==> config.mk <==
export PLATFORM = sky130hd
export DESIGN_NAME = ov7670_config_sequencer
export DESIGN_NICKNAME = d
export VERILOG_FILES = /design/src/rtl/ov7670_config_sequencer.sv
export SDC_FILE = /design/constraint.sdc
export NUM_CORES = 1
export LEC_CHECK = 0
export BUFFER_PORTS_ARGS = -buffer_cell sky130_fd_sc_hd__buf_2
export CAP_MARGIN = 20
export CORE_MARGIN = 3
export CORE_UTILIZATION = 50
export DETAILED_ROUTE_END_ITERATION = 16
export PLACE_DENSITY = 0.75
export SYNTH_ARGS = -nofsm -noshare
export SYNTH_HDL_FRONTEND = slang
export SYNTH_SLANG_ARGS = --single-unit
==> constraint.sdc <==
create_clock -name clk -period 1.85 [get_ports clk]
set_input_delay 0.2775 -clock clk [delete_from_list [all_inputs] [get_ports clk]]
set_output_delay 0.2775 -clock clk [all_outputs]
set_load 0.1 [all_outputs]
==> src/rtl/ov7670_config_sequencer.sv <==
// ov7670_config_sequencer: walks a register/value table and feeds it to the SCCB controller
module ov7670_config_sequencer #(
  parameter int MAIN_CLOCK_FREQUENCY = 27_000_000,
  parameter logic [6:0] DEVICE_ADDR = 7'h21,
  parameter int ROM_ADDR_WIDTH = 8,
  parameter int DELAY_MS = 10,
  parameter int INTER_WRITE_CYCLES = 64,
  parameter int TIMEOUT_CYCLES = 2_700_000
) (
  input  logic                      clk,
  input  logic                      rst,
  input  logic                      start,
  output logic [ROM_ADDR_WIDTH-1:0] rom_addr,
  input  logic [15:0]               rom_data,
  input  logic                      i2c_init_done,
  output logic [6:0]                i2c_device_addr,
  output logic [7:0]                i2c_data_in,
  output logic                      i2c_store_data,
  output logic                      i2c_send_data,
  input  logic                      i2c_send_complete,
  output logic                      busy,
  output logic                      config_done,
  output logic                      config_error,
  output logic [ROM_ADDR_WIDTH-1:0] entry_index
);
  localparam longint DELAY_CYCLES = longint'(DELAY_MS) * longint'(MAIN_CLOCK_FREQUENCY / 1000);
  localparam longint MAX_DT = DELAY_CYCLES > longint'(TIMEOUT_CYCLES) ? DELAY_CYCLES : longint'(TIMEOUT_CYCLES);
  localparam longint MAX_CNT = MAX_DT > longint'(INTER_WRITE_CYCLES) ? MAX_DT : longint'(INTER_WRITE_CYCLES);
  localparam int CW = $clog2(MAX_CNT + 2);
  localparam logic [CW-1:0] DELAY_LAST = CW'(DELAY_CYCLES > 0 ? DELAY_CYCLES - 1 : 0);
  localparam logic [CW-1:0] INTER_LAST = CW'(INTER_WRITE_CYCLES > 0 ? INTER_WRITE_CYCLES - 1 : 0);
  localparam logic [CW-1:0] TMO_HIT = CW'(TIMEOUT_CYCLES > 1 ? TIMEOUT_CYCLES - 2 : 0);
  typedef enum logic [3:0] {
    IDLE, WAIT_READY, FETCH, DECODE, STORE_REG, STORE_VAL, GAP, SEND,
    WAIT_DONE, INTER_DELAY, DELAY, ADVANCE, DONE, ERROR
  } state_t;
  state_t state;
  logic [CW-1:0] cnt;
  logic [7:0] val_q;
  logic prev_complete;
  logic done_edge;
  assign done_edge = i2c_send_complete & ~prev_complete;
  assign i2c_device_addr = DEVICE_ADDR;
  always_ff @(posedge clk) begin
    prev_complete <= i2c_send_complete;
    if (rst) begin
      state <= IDLE;
      cnt <= '0;
      val_q <= '0;
      prev_complete <= 1'b0;
      rom_addr <= '0;
      entry_index <= '0;
      i2c_data_in <= '0;
      i2c_store_data <= 1'b0;
      i2c_send_data <= 1'b0;
      busy <= 1'b0;
      config_done <= 1'b0;
      config_error <= 1'b0;
    end else begin
      case (state)
        IDLE: if (start) begin
          state <= WAIT_READY;
          config_done <= 1'b0;
          config_error <= 1'b0;
          rom_addr <= '0;
          entry_index <= '0;
          busy <= 1'b1;
        end
        WAIT_READY: if (i2c_init_done) state <= FETCH;
        FETCH: state <= DECODE;
        DECODE: if (rom_data == 16'hFFFF) begin
          state <= DONE;
          config_done <= 1'b1;
          busy <= 1'b0;
        end else if (rom_data == 16'hFFF0) begin
          state <= DELAY;
          cnt <= '0;
        end else begin
          state <= STORE_REG;
          i2c_data_in <= rom_data[15:8];
          val_q <= rom_data[7:0];
          i2c_store_data <= 1'b1;
        end
        STORE_REG: begin
          state <= STORE_VAL;
          i2c_data_in <= val_q;
        end
        STORE_VAL: begin
          state <= GAP;
          i2c_store_data <= 1'b0;
        end
        GAP: begin
          state <= SEND;
          i2c_send_data <= 1'b1;
        end
        SEND: begin
          state <= WAIT_DONE;
          i2c_send_data <= 1'b0;
          cnt <= '0;
        end
        WAIT_DONE: if (done_edge) begin
          state <= INTER_DELAY;
          cnt <= '0;
        end else if (cnt == TMO_HIT) begin
          state <= ERROR;
          config_error <= 1'b1;
          busy <= 1'b0;
        end else cnt <= cnt + 1'b1;
        INTER_DELAY: if (cnt == INTER_LAST) state <= ADVANCE; else cnt <= cnt + 1'b1;
        DELAY: if (cnt == DELAY_LAST) state <= ADVANCE; else cnt <= cnt + 1'b1;
        ADVANCE: if (&rom_addr) begin
          state <= DONE;
          config_done <= 1'b1;
          busy <= 1'b0;
        end else begin
          state <= FETCH;
          rom_addr <= rom_addr + 1'b1;
          entry_index <= entry_index + 1'b1;
        end
        DONE, ERROR: state <= IDLE;
        default: state <= IDLE;
      endcase
    end
  end
endmodule

==> impl_results.md, run 1 <==
- Area growth from synthesis to layout: 35.1%
- GRT Resource Usage Total: 24.0%
- Max_slew headroom: 58.2%
- Min-delay src: i2c_send_complete
- CTS Buffer Depth: 2
- Final antenna-violating net count: 0
- Routed Wire Length: 9.44 mm
- Core Rows: 29
- Antenna diode count: 0
- Max-cap violations: 0
- Core area: 6530 um2
- Hold slack: 133 ps
- Min cycle time layout: 2090 ps
- Combinational family with the most area after synthesis: simple AND/OR/NAND/NOR gates
- DRC viols: 0
- Simple-gate share of the synthesized area: 29.4%
- Hold violation total from the final report: 0
- Mapped Area: 3480 um2
- Setup ws final: -241 ps
- Cells along the critical path: or4bb_4 > nor4b_4 > nand4_1 > and3b_2 > a21oi_4 > buf_12 > a211o_1
- EDFF count, synth: 0
- XOR/XNOR Fraction of Synth Area: 3.52%
- First-pass GRT wire length: 15.0 mm
- Hold Path Cell Cnt: 2
- Max Clk Rate: 0.478 GHz
- CP max stage delay: 550 ps
- Least-Margin Pin Slew: 625 ps
- Die Wd: 89.4 um
- Flip-flop and latch area: 1310 um2
- Total negative slack: -5050 ps
- Die Y: 89.4 um
- Hold crit path type: input port to flip-flop
- Initial antenna violation count: 0
- Most frequent cells in the layout: 77 x buf_4, 53 x dfxtp_1, 49 x buf_2, 43 x nor2_1, 35 x nand2_1
- GRT met1 Usage: 30.6%
- Root Buffer: clkbuf_8
- Met3 Usage GRT: 4.33%
- Pwr Density: 775 nW/um2
- Critical path data required time: 2160 ps
- Worst reg2reg path depth: 7
- Ports: 57
- H-tree depth: 3
- Failing checks: negative setup slack
- TritonCTS buffer count: 9
- Crit path max fanout: 13
- Layout cell share with drive strength beyond 1: 36.8%
- Maximum VDD drop: 0.672 mV
- Worst R2R Start: cnt[14]$_SDFFE_PP0P_
- Crit end category: flip-flop
- GPL Wtd Cong: 0.925
- Via count: 3610
- Startpoint Class: flip-flop
- Busiest grt layer: met2
- R2R Setup Slk: -240 ps
- Most common cell after layout, fill and taps aside: buf_4
- Post-Syn Area per Cell: 8.37 um2
- Die area: 8000 um2
- Seq/Total Area, Yosys: 36.8%
- Initial cell density of the core: 53.3%
- Nets: 561
- Clock transition at path regs: 80 ps
- Port-buffer cells: 49
- Synth Area in Compound Gates: 16.0%
- CTS tree: done
- Area of the multi-input gates: 2120 um2
- Largest net degree at the start of global routing: 23
- Worst path slowest cell: or4bb_4
- RSZ-0062 raised after global routing: yes
- Clock sinks: 64
- Post-Syn Instances: 416
- Worst-skew pair later-pin latency: 370 ps
- Slew Limit Fails: 0
- FF-to-FF End: cnt[19]$_SDFFE_PP0P_
- Most used DFF post-synth: dfxtp_1
- Iteration-0 DRC Markers: 251
- Status: finished, violations left
- Setup Skew: 14.2 ps
- TritonRoute pass-1 iters: 5
- Distinct cell type count after synthesis: 64
- Critical Path AT: 2400 ps
- Vias in the first global route: 3290
- Hpwl dp: 6.78 mm
- Yosys warns: 0
- Share of synthesized flip-flops with an asynchronous set or reset: 0%
- Final setup viols: 25
- Adder-Cell Fraction of Synth Area: 1.44%
- Total power: 3.64 mW
- Post-DR vias/cell: 5.84
- GRT overflow: 0
- Hold Crit Endpoint: prev_complete$_SDFF_PP0_
- Mux cell area share after synthesis: 6.36%
- WL per Instance: 15.3 um
- # fillers: 477
- Crit share post-route: 113%
- Critical path type: flip-flop to flip-flop
- Met2 capacity usage during global routing: 38.5%
- FF+latch count, synth: 64
- Leak: 2.04 nW
[power by group]
| part | total (mW) | internal [mW] | leakage (nW) | switching [mW] |
|---|---|---|---|---|
| logic | 0.673 | 0.208 | 1.39 | 0.465 |
| clock network | 1.53 | 0.939 | 0.127 | 0.591 |
| registers | 1.44 | 1.41 | 0.524 | 0.0329 |
[layout make-up]
class,count,share of cell area [%]
clock inverter,6,2.42
tap,77,2.05
sequential,64,27.9
clock buffer,10,2.93
timing repair buffer,132,19.3
multi-input combinational,324,45.0
inverter,5,0.399
[per-stage QoR]
stage / setup WS, ps / utilization, % / cells / cell area [um2]
floorplan: -143 / - / 421 / 3560
global route: -343 / 72.0 / 618 / 4700
detailed placement: -322 / 66.1 / 598 / 4310
global placement: -287 / 66.1 / 598 / 4310
finish: -241 / 72.0 / 618 / 4700
CTS: -225 / 70.7 / 616 / 4620
[cells by family (layout without fill, tap and decap cells)]
family | after synthesis | in the layout
compound gates | 81 | 81
flops | 64 | 64
fa+ha+maj | 4 | 4
mux | 22 | 22
other cells | 2 | 7
buf+inv | 33 | 153
xor+xnor | 14 | 14
simple gates | 196 | 196
[what timing repair did]
item,CTS,global route
endpoints found under the hold margin,0,0
endpoints found under the setup margin,41,31
pin swaps,18,16
cloned,0,0
resized for setup,9,18
hold buffers,0,0
buffers inserted,2,2
[critical path: cells and delay by family, from the launching register on]
family | cells | cell delay (ps)
AOI/OAI and AO/OA | 2 | 290
and+or+nand+nor | 4 | 1260
buffers and inverters | 1 | 150
DFF | 1 | 340
[sequential cells by signal, summed over array words and instances (netlist names)]
register        flops
config_error        1
cnt                22
state               4
busy                1
prev_complete       1
i2c_send_data       1
i2c_store_data      1
config_done         1
val_q               8
rom_addr            8
i2c_data_in         8
entry_index         8
[per-layer routing]
metal | share of wire (%) | wire length (um) | vias to the layer above
li1 | - | - | 1760
met1 | 45 | 4210 | 1716
met2 | 48 | 4530 | 116
met3 | 5.6 | 526 | 18
met4 | 1.8 | 171 | 0
met5 | 0 | 0 | -
[worst max-delay path by stage]
| stage | start | endpoint | slack, ps | cells past startpoint |
|---|---|---|---|---|
| floorplan | cnt[7]$_SDFFE_PP0P_ | cnt[19]$_SDFFE_PP0P_ | -140 | 7 |
| global placement | rom_data[0] | cnt[7]$_SDFFE_PP0P_ | -290 | 8 |
| detailed placement | rom_data[0] | cnt[7]$_SDFFE_PP0P_ | -320 | 8 |
| CTS | cnt[21]$_SDFFE_PP0P_ | cnt[4]$_SDFFE_PP0P_ | -230 | 7 |
| global route | cnt[14]$_SDFFE_PP0P_ | cnt[10]$_SDFFE_PP0P_ | -340 | 8 |
| finish | cnt[14]$_SDFFE_PP0P_ | cnt[19]$_SDFFE_PP0P_ | -240 | 7 |
[cell usage after synthesis (5+ instances only)]
cell / n / share of area [%]
and3_2: 5 / 1.1
nand4_1: 19 / 3.4
nor3_1: 10 / 1.4
a21o_1: 6 / 1.3
clkbuf_1: 8 / 0.86
nand3_1: 25 / 3.6
and3_1: 9 / 1.6
nor2_1: 48 / 5.2
buf_4: 8 / 1.7
nor4_1: 11 / 2.0
o21ai_0: 17 / 2.4
a31oi_1: 8 / 1.4
dfxtp_1: 64 / 37
or4_1: 6 / 1.3
a311oi_1: 5 / 1.3
nand2_1: 36 / 3.9
mux2i_1: 21 / 6.0
a21oi_1: 17 / 2.4
xor2_1: 12 / 3.0
(Power assumes the default switching activity.)
==> run 2: changes to the inputs <==
clock period = 1.9 ns   (was 1.85 ns; I/O delays follow)
==> run 2 against run 1 <==
Compared with the run above: the run still ends with negative setup slack left; maximum frequency shrank 2.5%; hold slack better by 19 ps; setup slack worse by 4.0 ps; core utilization fell by 2.3 points; global-route usage fell by 0.19 points; clock skew down 2.7 ps; die area stayed put; sequential cell count did not move; via count decreased by 1.2%; design area fell by 3.2%; first-iteration DRC count decreased by 1.2%; register-to-register slack is essentially flat; largest power group is now registers.
==> impl_results.md, run 2 (synthesized netlist as in run 1, its figures left out) <==
- Max Clk Rate: 0.466 GHz (-2.5%)
- Post-DR vias/cell: 5.89 (+0.90%)
- TritonCTS buffer count: 9 (unchanged)
- Total power: 3.35 mW (-8.0%)
- Routed Wire Length: 9.28 mm (-1.6%)
- Nets: 548 (-2.3%)
- CTS tree: done
- # fillers: 513 (+7.5%)
- Min cycle time layout: 2150 ps (+54.0 ps)
- CTS Buffer Depth: 2 (unchanged)
- Critical path data required time: 2170 ps (about the same)
- Setup Skew: 11.5 ps (-2.72 ps)
- Least-Margin Pin Slew: 604 ps (-20.7 ps)
- CP delay by family, top: simple AND/OR/NAND/NOR gates
- Final setup viols: 25 (unchanged)
- Crit path buf inv count: 1 (unchanged)
- TritonRoute pass-1 iters: 4 (-1)
- Maximum VDD drop: 0.563 mV (-16%)
- Leak: 1.97 nW (-3.6%)
- Biggest register: cnt
- Initial cell density of the core: 53.3% (unchanged)
- Failing checks: negative setup slack
- GPL Wtd Cong: 0.901 (-2.6%)
- Via count: 3566 (-1.2%)
- Wire length on met1: 4.24 mm (+0.83%)
- Hpwl dp: 6.66 mm (-1.8%)
- Largest net degree at the start of global routing: 18 (-22%)
- Die Wd: 89.4 um (unchanged)
- Crit path max fanout: 7 (-6)
- Hold violation total from the final report: 0 (unchanged)
- WL per Instance: 15.3 um (+0.49%)
- GRT overflow: 0 (unchanged)
- First-pass GRT wire length: 15.0 mm (-0.23%)
- Iteration-0 DRC Markers: 248 (-1.2%)
- Setup ws final: -245 ps (-3.96 ps)
- Status: finished, violations left
- H-tree depth: 3 (unchanged)
- Routed wire length on met3: 510 um (-3.0%)
- Crit end category: flip-flop
- Cells along the critical path: or4bb_1 > nor4b_4 > nand4_1 > buf_4 > nand3b_1 > nor2_4 > a311oi_1
- Core Rows: 29 (unchanged)
- CP max stage delay: 550 ps (about the same)
- Startpoint Class: flip-flop
- DR top layer: met4
- Met2 wire length: 4.37 mm (-3.6%)
- Port-buffer cells: 49 (unchanged)
- Core area: 6530 um2 (unchanged)
- Final antenna-violating net count: 0 (unchanged)
- Ports: 57 (unchanged)
- Worst-skew pair later-pin latency: 350 ps (-20 ps)
- RSZ-0062 raised after global routing: yes
- Max-cap violations: 0 (unchanged)
- Worst path slowest cell: or4bb_1
- Most frequent cells in the layout: 67 x buf_4, 54 x dfxtp_1, 49 x buf_2, 43 x nor2_1, 36 x nand2_1
- Largest register FFs: 22 (unchanged)
- GRT Resource Usage Total: 23.8% (-0.19 points)
- Most common cell after layout, fill and taps aside: buf_4
- Max_slew headroom: 59.6% (+1.4 points)
- Clock sinks: 64 (unchanged)
- Clock transition at path regs: 80 ps (about the same)
- Crit share post-route: 113% (-0.14 points)
- Vias in the first global route: 3327 (+1.1%)
- Critical path type: flip-flop to flip-flop
- Critical Path AT: 2410 ps (about the same)
- Root Buffer: clkbuf_8
- Antenna diode count: 0 (unchanged)
- Initial antenna violation count: 0 (unchanged)
- Die area: 8000 um2 (unchanged)
- Layout cell share with drive strength beyond 1: 34.3% (-2.5 points)
- Die Y: 89.4 um (unchanged)
- Slew Limit Fails: 0 (unchanged)
- Area growth from synthesis to layout: 30.8%
- Hold crit path type: input port to flip-flop
- Hold slack: 152 ps (+19.4 ps)
- DRC viols: 0 (unchanged)
- Pwr Density: 736 nW/um2 (-5.0%)
-- run 2: worst paths after layout --
path,from,end,slack [ps],cells after the start
hold / removal,i2c_send_complete,prev_complete$_SDFF_PP0_,150,2
setup reg to reg,cnt[14]$_SDFFE_PP0P_,cnt[15]$_SDFFE_PP0P_,-250,7
hold reg to reg,val_q[5]$_SDFFE_PP0P_,val_q[5]$_SDFFE_PP0P_,500,2
setup / recovery,cnt[14]$_SDFFE_PP0P_,cnt[15]$_SDFFE_PP0P_,-250,7
-- run 2: layout make-up --
class	count	area, um2	area share [%]
Sequential cell	64	1310	28.8
Timing Repair Buffer	119	791	17.4
Clock buffer	9	124	2.72
Clock inverter	7	103	2.25
Inverter	5	18.8	0.412
Tap cell	77	96.3	2.12
Multi-Input combinational cell	324	2110	46.4
-- run 2: repair_timing --
| action | in CTS | in global routing |
|---|---|---|
| endpoints found under the setup margin | 28 | 41 |
| setup buffers | 1 | 1 |
| cloned | 0 | 0 |
| hold endpoints to repair | 0 | 0 |
| pin swaps | 9 | 11 |
| hold buffers | 0 | 0 |
| gates resized for setup | 7 | 13 |
-- run 2: metrics by stage --
stage | setup TNS (ps) | cells | cell area, um2 | util, % | setup WS (ps)
after floorplan | -644 | 421 | 3550 | - | -71.9
after global placement | -5430 | 587 | 4210 | 64.5 | -256
after detailed placement | -6580 | 587 | 4210 | 64.5 | -287
after CTS | -4780 | 604 | 4480 | 68.6 | -228
after global routing | -6870 | 605 | 4550 | 69.7 | -358
final | -4550 | 605 | 4550 | 69.7 | -245
-- run 2: power by group --
| part | switching, mW | internal, mW | total [mW] |
|---|---|---|---|
| clock network | 0.589 | 0.751 | 1.34 |
| logic | 0.440 | 0.174 | 0.614 |
| registers | 0.0277 | 1.37 | 1.40 |
-- run 2: per-layer routing --
layer,global-route usage (%),vias to the layer above
met1,31.0,1695
met4,10.1,0
li1,-,1740
met3,5.44,15
met2,37.8,116
met5,0,-
